<file path="config.mk">
export PLATFORM = sky130hd
export DESIGN_NAME = adc_cmd_arbiter_flat
export DESIGN_NICKNAME = d
export VERILOG_FILES = /design/src/rtl/adc_cmd_arbiter_if.sv /design/src/rtl/adc_cmd_arbiter.sv /design/src/flat_wrapper.sv
export SDC_FILE = /design/constraint.sdc
export NUM_CORES = 1
export LEC_CHECK = 0
export CAP_MARGIN = 5
export CORE_ASPECT_RATIO = 0.5
export CORE_UTILIZATION = 59
export CTS_BUF_LIST = sky130_fd_sc_hd__clkbuf_4 sky130_fd_sc_hd__clkbuf_8
export CTS_CLUSTER_SIZE = 8
export DETAILED_ROUTE_END_ITERATION = 7
export DONT_BUFFER_PORTS = 1
export PLACE_DENSITY = 0.77
export RECOVER_POWER = 50
export SYNTH_ARGS = -nofsm -noshare
export SYNTH_HDL_FRONTEND = slang
export SYNTH_SLANG_ARGS = --single-unit
export TNS_END_PERCENT = 5
</file>
<file path="constraint.sdc">
create_clock -name CLK -period 2.05 [get_ports CLK]
set_clock_uncertainty 0.05 [all_clocks]
set_input_delay 0.3075 -clock CLK [delete_from_list [all_inputs] [get_ports CLK]]
set_output_delay 0.3075 -clock CLK [all_outputs]
set_load 0.01 [all_outputs]
</file>
<file path="src/rtl/adc_cmd_arbiter_if.sv">
// Requester-side and ADC-side streaming signals shared by the command arbiter.
// master = arbiter view, slave = requesters/ADC view.
interface adc_cmd_arbiter_if #(
   parameter int NREQ = 4
);
   logic [NREQ-1:0]   req_valid;
   logic [NREQ*5-1:0] req_channel;
   logic [NREQ-1:0]   req_ack;
   logic [NREQ-1:0]   rsp_valid;
   logic [4:0]        rsp_channel;
   logic [11:0]       rsp_data;
   logic              ADC_C_Valid;
   logic [4:0]        ADC_C_Channel;
   logic              ADC_C_SOP;
   logic              ADC_C_EOP;
   logic              ADC_C_Ready;
   logic              ADC_R_Valid;
   logic [4:0]        ADC_R_Channel;
   logic [11:0]       ADC_R_Data;
   logic              ADC_R_SOP;
   logic              ADC_R_EOP;

   modport master (
      input  req_valid, req_channel, ADC_C_Ready,
      input  ADC_R_Valid, ADC_R_Channel, ADC_R_Data, ADC_R_SOP, ADC_R_EOP,
      output req_ack, rsp_valid, rsp_channel, rsp_data,
      output ADC_C_Valid, ADC_C_Channel, ADC_C_SOP, ADC_C_EOP
   );

   modport slave (
      output req_valid, req_channel, ADC_C_Ready,
      output ADC_R_Valid, ADC_R_Channel, ADC_R_Data, ADC_R_SOP, ADC_R_EOP,
      input  req_ack, rsp_valid, rsp_channel, rsp_data,
      input  ADC_C_Valid, ADC_C_Channel, ADC_C_SOP, ADC_C_EOP
   );
endinterface

</file>
<file path="src/rtl/adc_cmd_arbiter.sv">
// Round-robin sharing of one ADC command/response port between NREQ requesters;
// an in-order tag FIFO routes each response back to the requester that issued it.
module adc_cmd_arbiter #(
   parameter int NREQ   = 4,
   parameter int IDXW   = 2,
   parameter int MAXOUT = 4
) (
   input  logic                    CLK,
   input  logic                    RESET,
   input  logic                    enable,
   input  logic                    err_clr,
   adc_cmd_arbiter_if.master       bus,
   output logic [$clog2(MAXOUT):0] outstanding,
   output logic                    err_orphan,
   output logic                    err_mismatch
);
   localparam int AW = $clog2(MAXOUT);

   typedef enum logic {IDLE = 1'b0, ISSUE = 1'b1} state_t;

   state_t          state_q, state_d;
   logic [IDXW-1:0] ptr_q, ptr_d;
   logic [IDXW-1:0] idx_q, idx_d;
   logic [4:0]      ch_q, ch_d;
   logic [NREQ-1:0] ack_q, ack_d;
   logic [NREQ-1:0] rsp_valid_q, rsp_valid_d;
   logic [4:0]      rsp_ch_q, rsp_ch_d;
   logic [11:0]     rsp_data_q, rsp_data_d;
   logic [AW-1:0]   wr_q, wr_d;
   logic [AW-1:0]   rd_q, rd_d;
   logic [AW:0]     cnt_q, cnt_d;
   logic            orphan_q, orphan_d;
   logic            mismatch_q, mismatch_d;

   logic [IDXW-1:0] tag_idx_q [MAXOUT];
   logic [4:0]      tag_ch_q  [MAXOUT];

   logic [IDXW-1:0] win;
   logic [IDXW-1:0] cand;
   logic            found;
   logic            grant;
   logic            push;
   logic            pop;
   logic            orphan_ev;
   logic            mismatch_ev;
   logic            unused_rsp_framing;

   assign unused_rsp_framing = bus.ADC_R_SOP ^ bus.ADC_R_EOP;

   // Search starts one past the last winner so a held request cannot starve others.
   always_comb begin
      found = 1'b0;
      win   = ptr_q;
      cand  = ptr_q;
      for (int k = 1; k <= NREQ; k++) begin
         cand = IDXW'((int'(ptr_q) + k) % NREQ);
         if (!found && bus.req_valid[cand]) begin
            found = 1'b1;
            win   = cand;
         end
      end
   end

   // A command still in ISSUE is counted so the tag FIFO can never overflow.
   assign grant = (state_q == IDLE) && enable && found &&
                  ((int'(cnt_q) + int'(state_q == ISSUE)) < MAXOUT);

   assign push        = (state_q == ISSUE) && bus.ADC_C_Ready;
   assign pop         = bus.ADC_R_Valid && (cnt_q != '0);
   assign orphan_ev   = bus.ADC_R_Valid && (cnt_q == '0);
   assign mismatch_ev = pop && (bus.ADC_R_Channel != tag_ch_q[rd_q]);

   always_ff @(posedge CLK or posedge RESET) begin
      if (RESET) state_q <= IDLE;
      else       state_q <= state_d;
   end

   always_comb begin
      state_d = state_q;
      case (state_q)
         IDLE:    if (grant) state_d = ISSUE;
         ISSUE:   if (bus.ADC_C_Ready) state_d = IDLE;
         default: state_d = IDLE;
      endcase
   end

   always_comb begin
      bus.ADC_C_Valid   = 1'b0;
      bus.ADC_C_SOP     = 1'b0;
      bus.ADC_C_EOP     = 1'b0;
      bus.ADC_C_Channel = '0;
      if (state_q == ISSUE) begin
         bus.ADC_C_Valid   = 1'b1;
         bus.ADC_C_SOP     = 1'b1;
         bus.ADC_C_EOP     = 1'b1;
         bus.ADC_C_Channel = ch_q;
      end
   end

   always_comb begin
      ptr_d = ptr_q;
      idx_d = idx_q;
      ch_d  = ch_q;
      ack_d = '0;
      if (grant) begin
         ptr_d      = win;
         idx_d      = win;
         ch_d       = bus.req_channel[int'(win)*5 +: 5];
         ack_d[win] = 1'b1;
      end

      wr_d  = push ? wr_q + 1'b1 : wr_q;
      rd_d  = pop  ? rd_q + 1'b1 : rd_q;
      cnt_d = cnt_q;
      if (push && !pop)      cnt_d = cnt_q + 1'b1;
      else if (pop && !push) cnt_d = cnt_q - 1'b1;

      rsp_valid_d = '0;
      rsp_ch_d    = rsp_ch_q;
      rsp_data_d  = rsp_data_q;
      if (pop) begin
         rsp_valid_d[tag_idx_q[rd_q]] = 1'b1;
         rsp_ch_d                     = bus.ADC_R_Channel;
         rsp_data_d                   = bus.ADC_R_Data;
      end

      // A new error event takes priority over a simultaneous clear.
      orphan_d   = orphan_ev   | (orphan_q   & ~err_clr);
      mismatch_d = mismatch_ev | (mismatch_q & ~err_clr);
   end

   always_ff @(posedge CLK or posedge RESET) begin
      if (RESET) begin
         ptr_q       <= IDXW'(NREQ - 1);
         idx_q       <= '0;
         ch_q        <= '0;
         ack_q       <= '0;
         rsp_valid_q <= '0;
         rsp_ch_q    <= '0;
         rsp_data_q  <= '0;
         wr_q        <= '0;
         rd_q        <= '0;
         cnt_q       <= '0;
         orphan_q    <= 1'b0;
         mismatch_q  <= 1'b0;
      end else begin
         ptr_q       <= ptr_d;
         idx_q       <= idx_d;
         ch_q        <= ch_d;
         ack_q       <= ack_d;
         rsp_valid_q <= rsp_valid_d;
         rsp_ch_q    <= rsp_ch_d;
         rsp_data_q  <= rsp_data_d;
         wr_q        <= wr_d;
         rd_q        <= rd_d;
         cnt_q       <= cnt_d;
         orphan_q    <= orphan_d;
         mismatch_q  <= mismatch_d;
      end
   end

   // Tag storage is only read behind a non-zero count, so it needs no reset.
   always_ff @(posedge CLK) begin
      if (push) begin
         tag_idx_q[wr_q] <= idx_q;
         tag_ch_q[wr_q]  <= ch_q;
      end
   end

   assign bus.req_ack     = ack_q;
   assign bus.rsp_valid   = rsp_valid_q;
   assign bus.rsp_channel = rsp_ch_q;
   assign bus.rsp_data    = rsp_data_q;
   assign outstanding     = cnt_q;
   assign err_orphan      = orphan_q;
   assign err_mismatch    = mismatch_q;
endmodule

</file>
<file path="src/flat_wrapper.sv">
// flat-port wrapper written by rule: the top's interface ports become plain ports
module adc_cmd_arbiter_flat 
#(
   parameter int NREQ   = 4,
   parameter int IDXW   = 2,
   parameter int MAXOUT = 4
)
  (CLK, RESET, enable, err_clr, outstanding, err_orphan, err_mismatch, bus_req_valid, bus_req_channel, bus_ADC_C_Ready, bus_ADC_R_Valid, bus_ADC_R_Channel, bus_ADC_R_Data, bus_ADC_R_SOP, bus_ADC_R_EOP, bus_req_ack, bus_rsp_valid, bus_rsp_channel, bus_rsp_data, bus_ADC_C_Valid, bus_ADC_C_Channel, bus_ADC_C_SOP, bus_ADC_C_EOP);
  adc_cmd_arbiter_if #(.NREQ(NREQ)) bus_i ();
  input  logic CLK;
  input  logic RESET;
  input  logic enable;
  input  logic err_clr;
  output logic [$clog2(MAXOUT):0] outstanding;
  output logic err_orphan;
  output logic err_mismatch;
  input wire logic [$bits(bus_i.req_valid)-1:0] bus_req_valid;
  input wire logic [$bits(bus_i.req_channel)-1:0] bus_req_channel;
  input wire logic [$bits(bus_i.ADC_C_Ready)-1:0] bus_ADC_C_Ready;
  input wire logic [$bits(bus_i.ADC_R_Valid)-1:0] bus_ADC_R_Valid;
  input wire logic [$bits(bus_i.ADC_R_Channel)-1:0] bus_ADC_R_Channel;
  input wire logic [$bits(bus_i.ADC_R_Data)-1:0] bus_ADC_R_Data;
  input wire logic [$bits(bus_i.ADC_R_SOP)-1:0] bus_ADC_R_SOP;
  input wire logic [$bits(bus_i.ADC_R_EOP)-1:0] bus_ADC_R_EOP;
  output wire logic [$bits(bus_i.req_ack)-1:0] bus_req_ack;
  output wire logic [$bits(bus_i.rsp_valid)-1:0] bus_rsp_valid;
  output wire logic [$bits(bus_i.rsp_channel)-1:0] bus_rsp_channel;
  output wire logic [$bits(bus_i.rsp_data)-1:0] bus_rsp_data;
  output wire logic [$bits(bus_i.ADC_C_Valid)-1:0] bus_ADC_C_Valid;
  output wire logic [$bits(bus_i.ADC_C_Channel)-1:0] bus_ADC_C_Channel;
  output wire logic [$bits(bus_i.ADC_C_SOP)-1:0] bus_ADC_C_SOP;
  output wire logic [$bits(bus_i.ADC_C_EOP)-1:0] bus_ADC_C_EOP;
  assign bus_i.req_valid = bus_req_valid;
  assign bus_i.req_channel = bus_req_channel;
  assign bus_i.ADC_C_Ready = bus_ADC_C_Ready;
  assign bus_i.ADC_R_Valid = bus_ADC_R_Valid;
  assign bus_i.ADC_R_Channel = bus_ADC_R_Channel;
  assign bus_i.ADC_R_Data = bus_ADC_R_Data;
  assign bus_i.ADC_R_SOP = bus_ADC_R_SOP;
  assign bus_i.ADC_R_EOP = bus_ADC_R_EOP;
  assign bus_req_ack = bus_i.req_ack;
  assign bus_rsp_valid = bus_i.rsp_valid;
  assign bus_rsp_channel = bus_i.rsp_channel;
  assign bus_rsp_data = bus_i.rsp_data;
  assign bus_ADC_C_Valid = bus_i.ADC_C_Valid;
  assign bus_ADC_C_Channel = bus_i.ADC_C_Channel;
  assign bus_ADC_C_SOP = bus_i.ADC_C_SOP;
  assign bus_ADC_C_EOP = bus_i.ADC_C_EOP;
  adc_cmd_arbiter #(.NREQ(NREQ), .IDXW(IDXW), .MAXOUT(MAXOUT)) u_core (.CLK(CLK), .RESET(RESET), .enable(enable), .err_clr(err_clr), .bus(bus_i), .outstanding(outstanding), .err_orphan(err_orphan), .err_mismatch(err_mismatch));
endmodule
</file>
; ---- After elaboration in Yosys (flattened, before gate mapping)
; Memory sizes are Yosys's and may differ from the RTL's.
; Cells that the tools add are included.
[word_totals]
ram_bits = 28
n_memories = 2
regBits = 44
wordCells = 95
[memory_table]
columns = name, words, width, rd, rd_ports_with_merged_regs, write_ports, line
row1 = u_core.tag_ch_q, 4, 5, 1, 0, 1, adc_cmd_arbiter.sv:36  ; logic [4:0] tag_ch_q [MAXOUT];
row2 = u_core.tag_idx_q, 4, 2, 1, 0, 1, adc_cmd_arbiter.sv:35  ; logic [IDXW-1:0] tag_idx_q [MAXOUT];
[classes]
shifts = 1
n_mux = 31
bitwise = 6
eq_ne = 1
n_lt_le_gt_ge = 9
addsub = 9
mul = 1
reduce_logical = 22
[ops]
columns = cell, n
row1 = $lt 32x4->1 const B, 1
row2 = $shiftx 20x32->5, 1
row3 = $lt 2x3->1 const B, 6
row4 = $mux 1, 15
row5 = $logic_and 1x1->1, 14
row6 = $add 2x1->2 const B, 4
row7 = $bmux 1 s2, 4
row8 = $mux 2, 4
row9 = $mux 4, 2
row10 = $mux 3, 2
row11 = $logic_not 1->1, 5
row12 = $mul 2x3->5 const B, 1
row13 = $mux 5, 1
row14 = $ne 5x5->1, 1
row15 = $add 2x2->2 const B, 2
row16 = $add 3x1->4, 1
row17 = $demux 1 s2, 2
row18 = $ge 2x1->1 const B, 2
row19 = $add 3x1->3 const B, 1
row20 = $logic_not 3->1, 1
row21 = $reduce_bool 3->1, 1
row22 = $sub 3x1->3 const B, 1
row23 = $and 1x1->1, 2
row24 = $not 1->1, 2
row25 = other kinds (3), 4

; ---- Longest topological paths before layout
; Gate-level depths: netlist (run 1).
[logic_depth]
word_depth = 18
mapped_depth = 10

; ---- Worst setup path before layout (run 1)
; OpenSTA, ideal clock, no wires.
[synth_path]
kind = flip-flop to flip-flop
startpoint = register u_core.cnt_q[0], in the netlist u_core.outstanding[0]
endpoint = register u_core.cnt_q[2], in the netlist u_core.outstanding[2]
path_stages_with_launch = 11
setup_slack_ns = -0.255
period_less_slack_ns = 2.305
setup_time_ns = 0.079
arrival_time_ns = 2.176
n_path_buf = 1
cell_sequence = dfrtp_1 > nor3_1 > nor2b_1 > inv_1 > clkbuf_1 > ha_1 > inv_1 > fa_1 > xor2_1 > nor2_1 > xor2_1
[synth_between]
elab_chain_cells = 5
[synth_rtl]
columns = item, line
row1 = start: declaration, adc_cmd_arbiter.sv:31  ; logic [AW:0] cnt_q, cnt_d;
row2 = start signal: assignment, adc_cmd_arbiter.sv:156  ; cnt_q <= cnt_d;
row3 = "parallel branches: the longest is 5 deep, another holds $sub 3x1->3", --
; Several ways; the timed one is not identified. The select of a mux whose other input is x is not followed.
; A chain may end at the register's enable or synchronous reset.

; ---- Worst setup path in the final report (run 1)
[layout_path]
startpoint = register u_core.cnt_q[0], in the netlist u_core.outstanding[0]
endpoint = register u_core.cnt_q[1], in the netlist u_core.outstanding[1]
[layout_between]
elab_chain_cells = 5
[layout_rtl]
columns = item, line
row1 = "parallel branches: the longest is 4 deep, another holds $sub 3x1->3", --
row2 = $mux 3 *, adc_cmd_arbiter.sv:115  ; if (push && !pop) cnt_d = cnt_q + 1'b1;
row3 = named net u_core.cnt_d[1], adc_cmd_arbiter.sv:31
; Mark *: on every way through the listed nets, which the timed path passes. The select of a mux whose other input is x is not followed.

==> out/metrics.cfg, run 1 <==
[drt]
postRouteWirelength_um=6150
drtIter0Drc=117
drtAntennaViolNets=0
drt_first_pass_iters=4
viasPerCell=5.66
drc=0
routedWlPerCell_um=17.4
num_vias=1997

[clock_tree]
path_clk_slew_ps=70
clkSinkCount=72
cts_setup_buffers=0
clk_latency_ps=350
numCtsBuffers=9
cts-root-buf=clkbuf_8
cts_tree=built
clockBufferDepth=2
htree_levels=3

[floorplanning]
die_w_um=106
num_rows=18
pin_count=87
start_util=0.632
core_area_mm2=0.00509
die_h_um=54.2
die_area_mm2=0.00577

[worst_setup_path]
crit_path_start_kind=flop
crit_type=flop to flop
cpMaxStageDelayCell=dfrtp_2
startpoint=u_core.outstanding[0]$_DFFE_PP0P_
critPathArrivalTime_ps=2160
critPathMaxFanout=4
worstPathRequired_ps=2240
path_cells=nor3_4 > nor2b_1 > inv_2 > ha_4 > inv_1 > fa_2 > mux2_2
cpPeakStageDelay_ps=470
reg2reg_from=u_core.outstanding[0]$_DFFE_PP0P_
cp-end-kind=flop

[finish]
final_nets=333
drive_gt1_frac=0.180
antenna_cells=0
area_delta_synth_final_pct=12.0

[worst_hold_path]
hp-start=bus_ADC_R_Data[6]
hold_class=primary input to flop

[power_and_ir_drop]
power_density_mw_per_mm2=1460
ir_drop_mv=0.574
p_leak_nw=1.57

[synthesis]
synth_cell_types=41
syn-num-nets=320
synthCells=265
ys_seq_elements=72
synth_area_mm2=0.00322
yosysWarnings=0
syn-mean-instance-area_um2=12.1
synth_top_area_frac=0.327
synth.yosys.seq_area_share=0.604
yosys.area.top_type=dfrtp_1
synth.area.top_cells=dfrtp_1, edfxtp_1, nand2_1

[outcome]
status=complete, but fails checks
violations=capacitance limit, slew limit

[timing]
slew_headroom=-0.0738
holdWs_ps=16.5
fin_crit_ps=1970
hold_viol=0
rsz0062_at_grt=no
tns_ps=0
tightest_slew_ps=1610
timing.fmax_mhz=507
finalSetupViolCount=0
maxSlewViolCount=45
layout_worst_path_cycle_share=0.962

[global_routing]
grt_util_all_layers=0.232
overflow=0
grt_max_degree=45
grt_pass1_vias=1888
grt_pass1_wl_um=9320
antenna_found_initial=0

[job]
max_cap_violations=1

[placed_design]
place_congestion=0.772
dpl.hpwl_um=4180
numPortBuffers=0

-- synth_stat cells, drive strengths merged --
library cell,number
o31a,5
o211ai,5
and3,6
buf,6
or3b,1
mux2,1
and2,6
clkbuf,5
nor3,4
edfxtp,28
dfrtp,42
nor3b,1
mux4,5
fa,1
xnor2,9
inv,9
a21oi,3
ha,5
o21ba,1
or4,1
or3,1
nand2,67
o21a,1
dfstp,2
o21ai,9
nand3,3
nor2b,7
o21bai,2
and4,5
xor2,4
nor2,8
a211oi,1
mux2i,9
a21o,1
o22ai,1
-- power by group --
group	internal [mW]	switching, mW	total, mW
registers	1.98	0.471	2.45
clock network	0.749	0.520	1.27
logic	0.720	0.820	1.54
-- repair_timing --
item	CTS	global route
hold buffers	2	1
setup endpoints to repair	0	2
endpoints found under the hold margin	2	1
gates resized for setup	0	2
-- kinds of logic (layout without fill, tap and decap cells) --
family          Yosys count  after routing  share of synthesized area
xor+xnor                 13             13                     0.0354
simple gates            110            110                      0.169
flops                    72             72                      0.604
buf+inv                  20             38                     0.0307
mux                      15             15                     0.0665
compound gates           29             29                     0.0684
fa+ha+maj                 6              6                     0.0257
-- sequential cells by signal (all words and copies together) (netlist names), 3 cells and up --
signal	count
u_core.tag_idx_q	8
u_core.ch_q	5
u_core.tag_ch_q	20
u_core.outstanding	3
u_core.bus.rsp_channel	5
u_core.bus.req_ack	4
u_core.bus.rsp_data	12
u_core.bus.rsp_valid	4
-- worst paths after layout --
check	endpoint	slack, ps	depth (start not counted)
hold reg to reg	u_core.ptr_q[1]$_DFFE_PP1P_	460	2
min in group asynchronous	u_core.bus.rsp_channel[3]$_DFFE_PP0P_	300	1
hold / removal	u_core.bus.rsp_data[6]$_DFFE_PP0P_	20	2
setup reg to reg	u_core.outstanding[1]$_DFFE_PP0P_	80	7
max in group asynchronous	u_core.outstanding[0]$_DFFE_PP0P_	600	1
setup / recovery	u_core.outstanding[1]$_DFFE_PP0P_	80	7
-- worst max-delay path, delay by kind of cell, from the launching register on --
kind	cells	cell delay, ps
fa+ha+maj	2	620
flops	1	470
mux	1	270
simple gates	2	260
buf+inv	2	190
-- cell usage in the layout, fill, tap and decap left out, types with 2 or more instances in the layout --
master,instances
buf_4,10
nand3_1,2
o31a_1,5
nor2_1,8
dfstp_2,2
xnor2_1,9
and3_1,6
and4_1,5
ha_1,4
o21bai_1,2
o21ai_0,9
inv_1,8
mux4_2,5
clkinv_2,2
nand2_1,66
edfxtp_1,28
dlygate4sd3_1,3
a21oi_1,3
xor2_1,4
mux2i_1,9
nor2b_1,7
and2_1,6
dfrtp_1,41
bufinv_16,2
clkbuf_8,11
o211ai_2,4
nor3_1,2
-- cell type report --
type | instances | area, um2
tap | 70 | 87.6
fill | 360 | 1490
multi-input combinational | 173 | 1200
clock inverter | 5 | 78.8
timing repair buffer | 13 | 105
clock buffer | 11 | 151
inverter | 9 | 33.8
sequential | 72 | 1950
-- layer usage --
| metal | track usage | wire [um] | part of all wire | vias up |
|---|---|---|---|---|
| li1 | - | - | - | 934 |
| met1 | 0.282 | 2660 | 0.43 | 953 |
| met2 | 0.376 | 2850 | 0.46 | 97 |
| met3 | 0.104 | 514 | 0.084 | 13 |
| met4 | 0.0890 | 133 | 0.022 | 0 |
| met5 | 0 | 0 | 0 | - |
-- through the flow --
step | cells | total power [mW] | area, um2 | util | setup slack [ps]
floorplan | 265 | 3.57 | 3250 | - | 22.2
global placement | 334 | 3.86 | 3340 | 0.656 | 205
detailed placement | 334 | 3.97 | 3340 | 0.656 | 147
CTS | 352 | 5.28 | 3590 | 0.705 | 4.72
global route | 353 | 5.56 | 3600 | 0.708 | 20.5
finish | 353 | 5.26 | 3600 | 0.708 | 77.6
Power figures use the tool's default switching activity.
==> run 2, diff against run 1 <==
--- a/config.mk
+++ b/config.mk
@@ -5,7 +5,7 @@
 export SDC_FILE = /design/constraint.sdc
 export NUM_CORES = 1
 export LEC_CHECK = 0
-export CAP_MARGIN = 5
+export CAP_MARGIN = 20
 export CORE_ASPECT_RATIO = 0.5
 export CORE_UTILIZATION = 59
 export CTS_BUF_LIST = sky130_fd_sc_hd__clkbuf_4 sky130_fd_sc_hd__clkbuf_8
==> results of run 2 <==
Same layout as run 1: the final DEF is identical, and so are final timing and power.
